==> src/rtl/char_rom_pkg.sv <==
// Shared definitions for the UART message ROM: table depth, ASCII constants
// and the byte lookup used by the ROM and the transmit sequencer.
package char_rom_pkg;

  localparam int CHAR_ROM_DEPTH = 32;

  localparam logic [7:0] ASCII_NUL = 8'h00;
  localparam logic [7:0] ASCII_CR  = 8'h0D;
  localparam logic [7:0] ASCII_LF  = 8'h0A;
  localparam logic [7:0] ASCII_A   = 8'h41;
  localparam logic [7:0] ASCII_0   = 8'h30;

  // Unknown or out-of-table addresses fall through to NUL, the end-of-message marker.
  function automatic logic [7:0] char_rom_lookup(input logic [31:0] addr);
    logic [7:0] byte_s;
    byte_s = ASCII_NUL;
    case (addr) inside
      [32'd0:32'd25]:                byte_s = ASCII_A + addr[7:0];
      [32'd26:32'd29]:               byte_s = ASCII_0 + (addr[7:0] - 8'd26);
      32'(CHAR_ROM_DEPTH - 2):       byte_s = ASCII_CR;
      32'(CHAR_ROM_DEPTH - 1):       byte_s = ASCII_LF;
      default:                       byte_s = ASCII_NUL;
    endcase
    return byte_s;
  endfunction

endpackage

==> src/rtl/char_rom.sv <==
// Synchronous 32-entry ASCII message ROM feeding the UART TX data path.
// Define CHAR_ROM_OUTREG_EN to add a second output register (2-cycle latency).
module char_rom
  import char_rom_pkg::*;
#(
  parameter int ROM_ADDR_WIDTH = 5,
  parameter int DATA_WIDTH     = 8
) (
  input  logic                      i_clk,
  input  logic                      i_rstn,
  input  logic [ROM_ADDR_WIDTH-1:0] i_addr,
  output logic [DATA_WIDTH-1:0]     o_dout
);

  generate
    if (DATA_WIDTH != 8) begin : g_bad_width
      $error("char_rom: DATA_WIDTH must be 8");
    end
  endgenerate

  logic [DATA_WIDTH-1:0] rom_data_s;
  logic [DATA_WIDTH-1:0] stage1_r;

  // Combinational table lookup; infers a LUT/BRAM ROM.
  always_comb begin
    rom_data_s = DATA_WIDTH'(char_rom_lookup(32'(i_addr)));
  end

  // First output stage: registered table byte.
  always_ff @(posedge i_clk or negedge i_rstn) begin
    if (!i_rstn) begin
      stage1_r <= DATA_WIDTH'(8'h00);
    end else begin
      stage1_r <= rom_data_s;
    end
  end

`ifdef CHAR_ROM_OUTREG_EN
  logic [DATA_WIDTH-1:0] stage2_r;

  // Optional BRAM output register for timing closure.
  always_ff @(posedge i_clk or negedge i_rstn) begin
    if (!i_rstn) begin
      stage2_r <= DATA_WIDTH'(8'h00);
    end else begin
      stage2_r <= stage1_r;
    end
  end

  assign o_dout = stage2_r;
`else
  assign o_dout = stage1_r;
`endif

endmodule

==> config.mk <==
export PLATFORM = sky130hd
export DESIGN_NAME = char_rom
export DESIGN_NICKNAME = d
export VERILOG_FILES = /design/src/rtl/char_rom_pkg.sv /design/src/rtl/char_rom.sv
export SDC_FILE = /design/constraint.sdc
export NUM_CORES = 1
export LEC_CHECK = 0
export CORE_ASPECT_RATIO = 1.1
export CORE_MARGIN = 2
export CORE_UTILIZATION = 35
export CTS_BUF_LIST = sky130_fd_sc_hd__clkbuf_4 sky130_fd_sc_hd__clkbuf_8
export DETAILED_ROUTE_END_ITERATION = 10
export PLACE_DENSITY = 0.63
export SYNTH_ARGS = -nofsm -noshare
export SYNTH_HDL_FRONTEND = slang
export SYNTH_SLANG_ARGS = --single-unit
==> constraint.sdc <==
create_clock -name i_clk -period 0.8 [get_ports i_clk]
set_input_delay 0.16 -clock i_clk [delete_from_list [all_inputs] [get_ports i_clk]]
set_output_delay 0.16 -clock i_clk [all_outputs]
set_load 0.02 [all_outputs]
==> summary.txt <==
Status = finished with violations
Violated checks = setup timing
WL per Instance = 15.3 microns
F_max = 0.750 GHz
Final ANT Viol Nets = 0
Clk buf depth = 2
WP buf/inv = 3
CP startpoint = i_addr[1]
Crit-path max FO = 4
Post-layout util = 0.689
Fillers = 127
Mapped cell area = 627 sq um
EDFF count, synth = 0
H-tree level count = 1
Grt ovf = 0
RSZ-0062 raised after global routing = yes
Core Region = 1740 sq um
Final setup fails = 14
TritonCTS Buffers = 3
Total Routing Usage GR = 0.201
Crit path cell chain = buf_6 -> buf_6 -> buf_6 -> ha_4 -> a21oi_4 -> o21ai_4 -> a21o_2 -> o311ai_4
Synth Register Bits = 7
VDD IR-drop max = 466 uV
First-pass GRT wire length = 3260 microns
Root buffer cell = clkbuf_4
Max reg flops = 7
Initial drt markers = 2
Worst path most repeated cell = buf_6
Initial antenna violation count = 0
Post-Syn Nets = 85
Port bufs = 13
Clock transition at path regs = 0.05 ns
PwrDens = 1130 nW/um^2
Min Hold Slack = 0.170 ns
Cell row count = 16
Final Cycle Share = 1.67
Worst slack, placed = -1.36 ns
CP top delay family = compound AO/OA/AOI/OAI gates
# clock sinks = 7
Max stage delay on crit path = 0.26 ns
Pre-antenna DRT Iters = 4
Ys async rst share = 1.00
Worst Setup End Kind = register
Synth Warn # = 0
MaxCap Viol Count = 0
CTS hold repair buffers = 0
Critical Path RT = 0.94 ns
CTS tree = done
Minimum clock period = 1.33 ns
Sequential fraction of the synthesis area = 0.279
Die ar. = 2150 sq um
Final setup TNS = -4.03 ns
Total length of routed wires = 1890 microns
Vias per std cell = 5.34
Post-Syn Instances = 69
Share of layout cells above drive strength 1 = 0.632
Die Ht = 48.4 microns
P&R area growth vs syn = 91.4%
Drt drc = 0
Slowest stage cell, crit path = a21o_2
Placer's final routability congestion estimate = 0.845
HP Class = input pin to asynchronous set/reset pin
Ys flop type = dfrtp_1
Arrival @ worst endpoint = 1.47 ns
Initial Util = 0.360
Setup ws final = -0.534 ns
Worst Setup Start Kind = input pin
Kind of critical path = input pin to register
Die W = 44.4 microns
Vias = 662
# diodes = 0
DP HPWL = 1230 microns
Max Slew Vio Count = 0
Leak = 0.000509 uW
Syn Area/Cell = 9.08 sq um
Top Ports = 15
Nets = 123
Largest net degree at the start of global routing = 9
Crit path depth = 8
Count of cell types in the netlist = 38
Vias in the first global route = 723
Final Hold Vio Count = 0
area by class of cell:
type	count	area [sq um]	area share
clock buffer	4	30.0	0.0250
inverter	5	23.8	0.0198
multi-input combinational	54	622	0.518
sequential	7	175	0.146
tap	18	22.5	0.0188
timing repair buffer	36	327	0.272
cell usage in the layout (no fill, tap or decap), drive strengths merged, types with 2 or more instances in the layout:
| master | Yosys | final |
|---|---|---|
| nand3 | 3 | 3 |
| ha | 9 | 9 |
| buf | 3 | 33 |
| clkbuf | 1 | 4 |
| inv | 5 | 5 |
| a211oi | 2 | 2 |
| dfrtp | 7 | 7 |
| nor2b | 2 | 2 |
| a21o | 2 | 2 |
| or3 | 1 | 2 |
| a21oi | 3 | 3 |
| a221o | 2 | 2 |
| nand2 | 4 | 4 |
| o21ai | 5 | 5 |
report_power, final:
part,leakage [uW],switching [uW],internal [uW],total (uW)
registers,0.0000833,13.5,386,400
clock network,0.0000184,113,223,336
logic,0.000408,298,320,618
through the flow:
step,instances,cell area (sq um),power [uW]
after floorplan,69,682,644
after global placement,116,936,854
after detailed placement,116,936,860
after CTS,124,1170,1320
after global routing,124,1200,1430
final,124,1200,1350
cells by family (layout without fill, tap and decap cells):
| group | after synthesis | in the layout | share of synthesized area |
|---|---|---|---|
| flip-flops | 7 | 7 | 0.279 |
| adder cells (fa/ha/maj) | 9 | 9 | 0.180 |
| AND/OR/NAND/NOR | 19 | 20 | 0.172 |
| XOR/XNOR | 1 | 1 | 0.0140 |
| multiplexers | 1 | 1 | 0.0160 |
| AO/OA/AOI/OAI | 22 | 22 | 0.259 |
| buffers and inverters | 9 | 45 | 0.0738 |
| other | 1 | 1 | 0.00598 |
cell usage after synthesis (all sizes together), types with 2 or more instances:
cell,n,area [sq um]
ha,9,113
dfrtp,7,175
inv,5,18.8
o21ai,5,25.0
nand2,4,17.5
a21oi,3,15.0
buf,3,23.8
nand3,3,15.0
a211oi,2,15.0
a21o,2,17.5
a221o,2,20.0
nor2b,2,12.5
final timing paths:
check,end,slack [ns]
worst max-delay path,o_dout[1]$_DFF_PN0_,-0.53
worst min-delay path,o_dout[1]$_DFF_PN0_,0.17
max in group asynchronous,o_dout[5]$_DFF_PN0_,0.41
min in group i_clk,o_dout[5]$_DFF_PN0_,0.38
metal layers:
metal / up-vias / wire length [microns] / track usage
li1: 324 / - / -
met1: 317 / 745 / 0.213
met2: 17 / 1050 / 0.377
met3: 4 / 40 / 0.0187
met4: 0 / 55 / 0.0909
met5: - / 0 / 0
timing repair:
action                                  4_1_cts  5_1_grt
endpoints found under the setup margin       14       14
pin swaps                                    11        6
gates cloned                                  1        0
buffers inserted                              3        0
resized for setup                            98        4
Note: power is estimated with default switching activity, not from simulation.
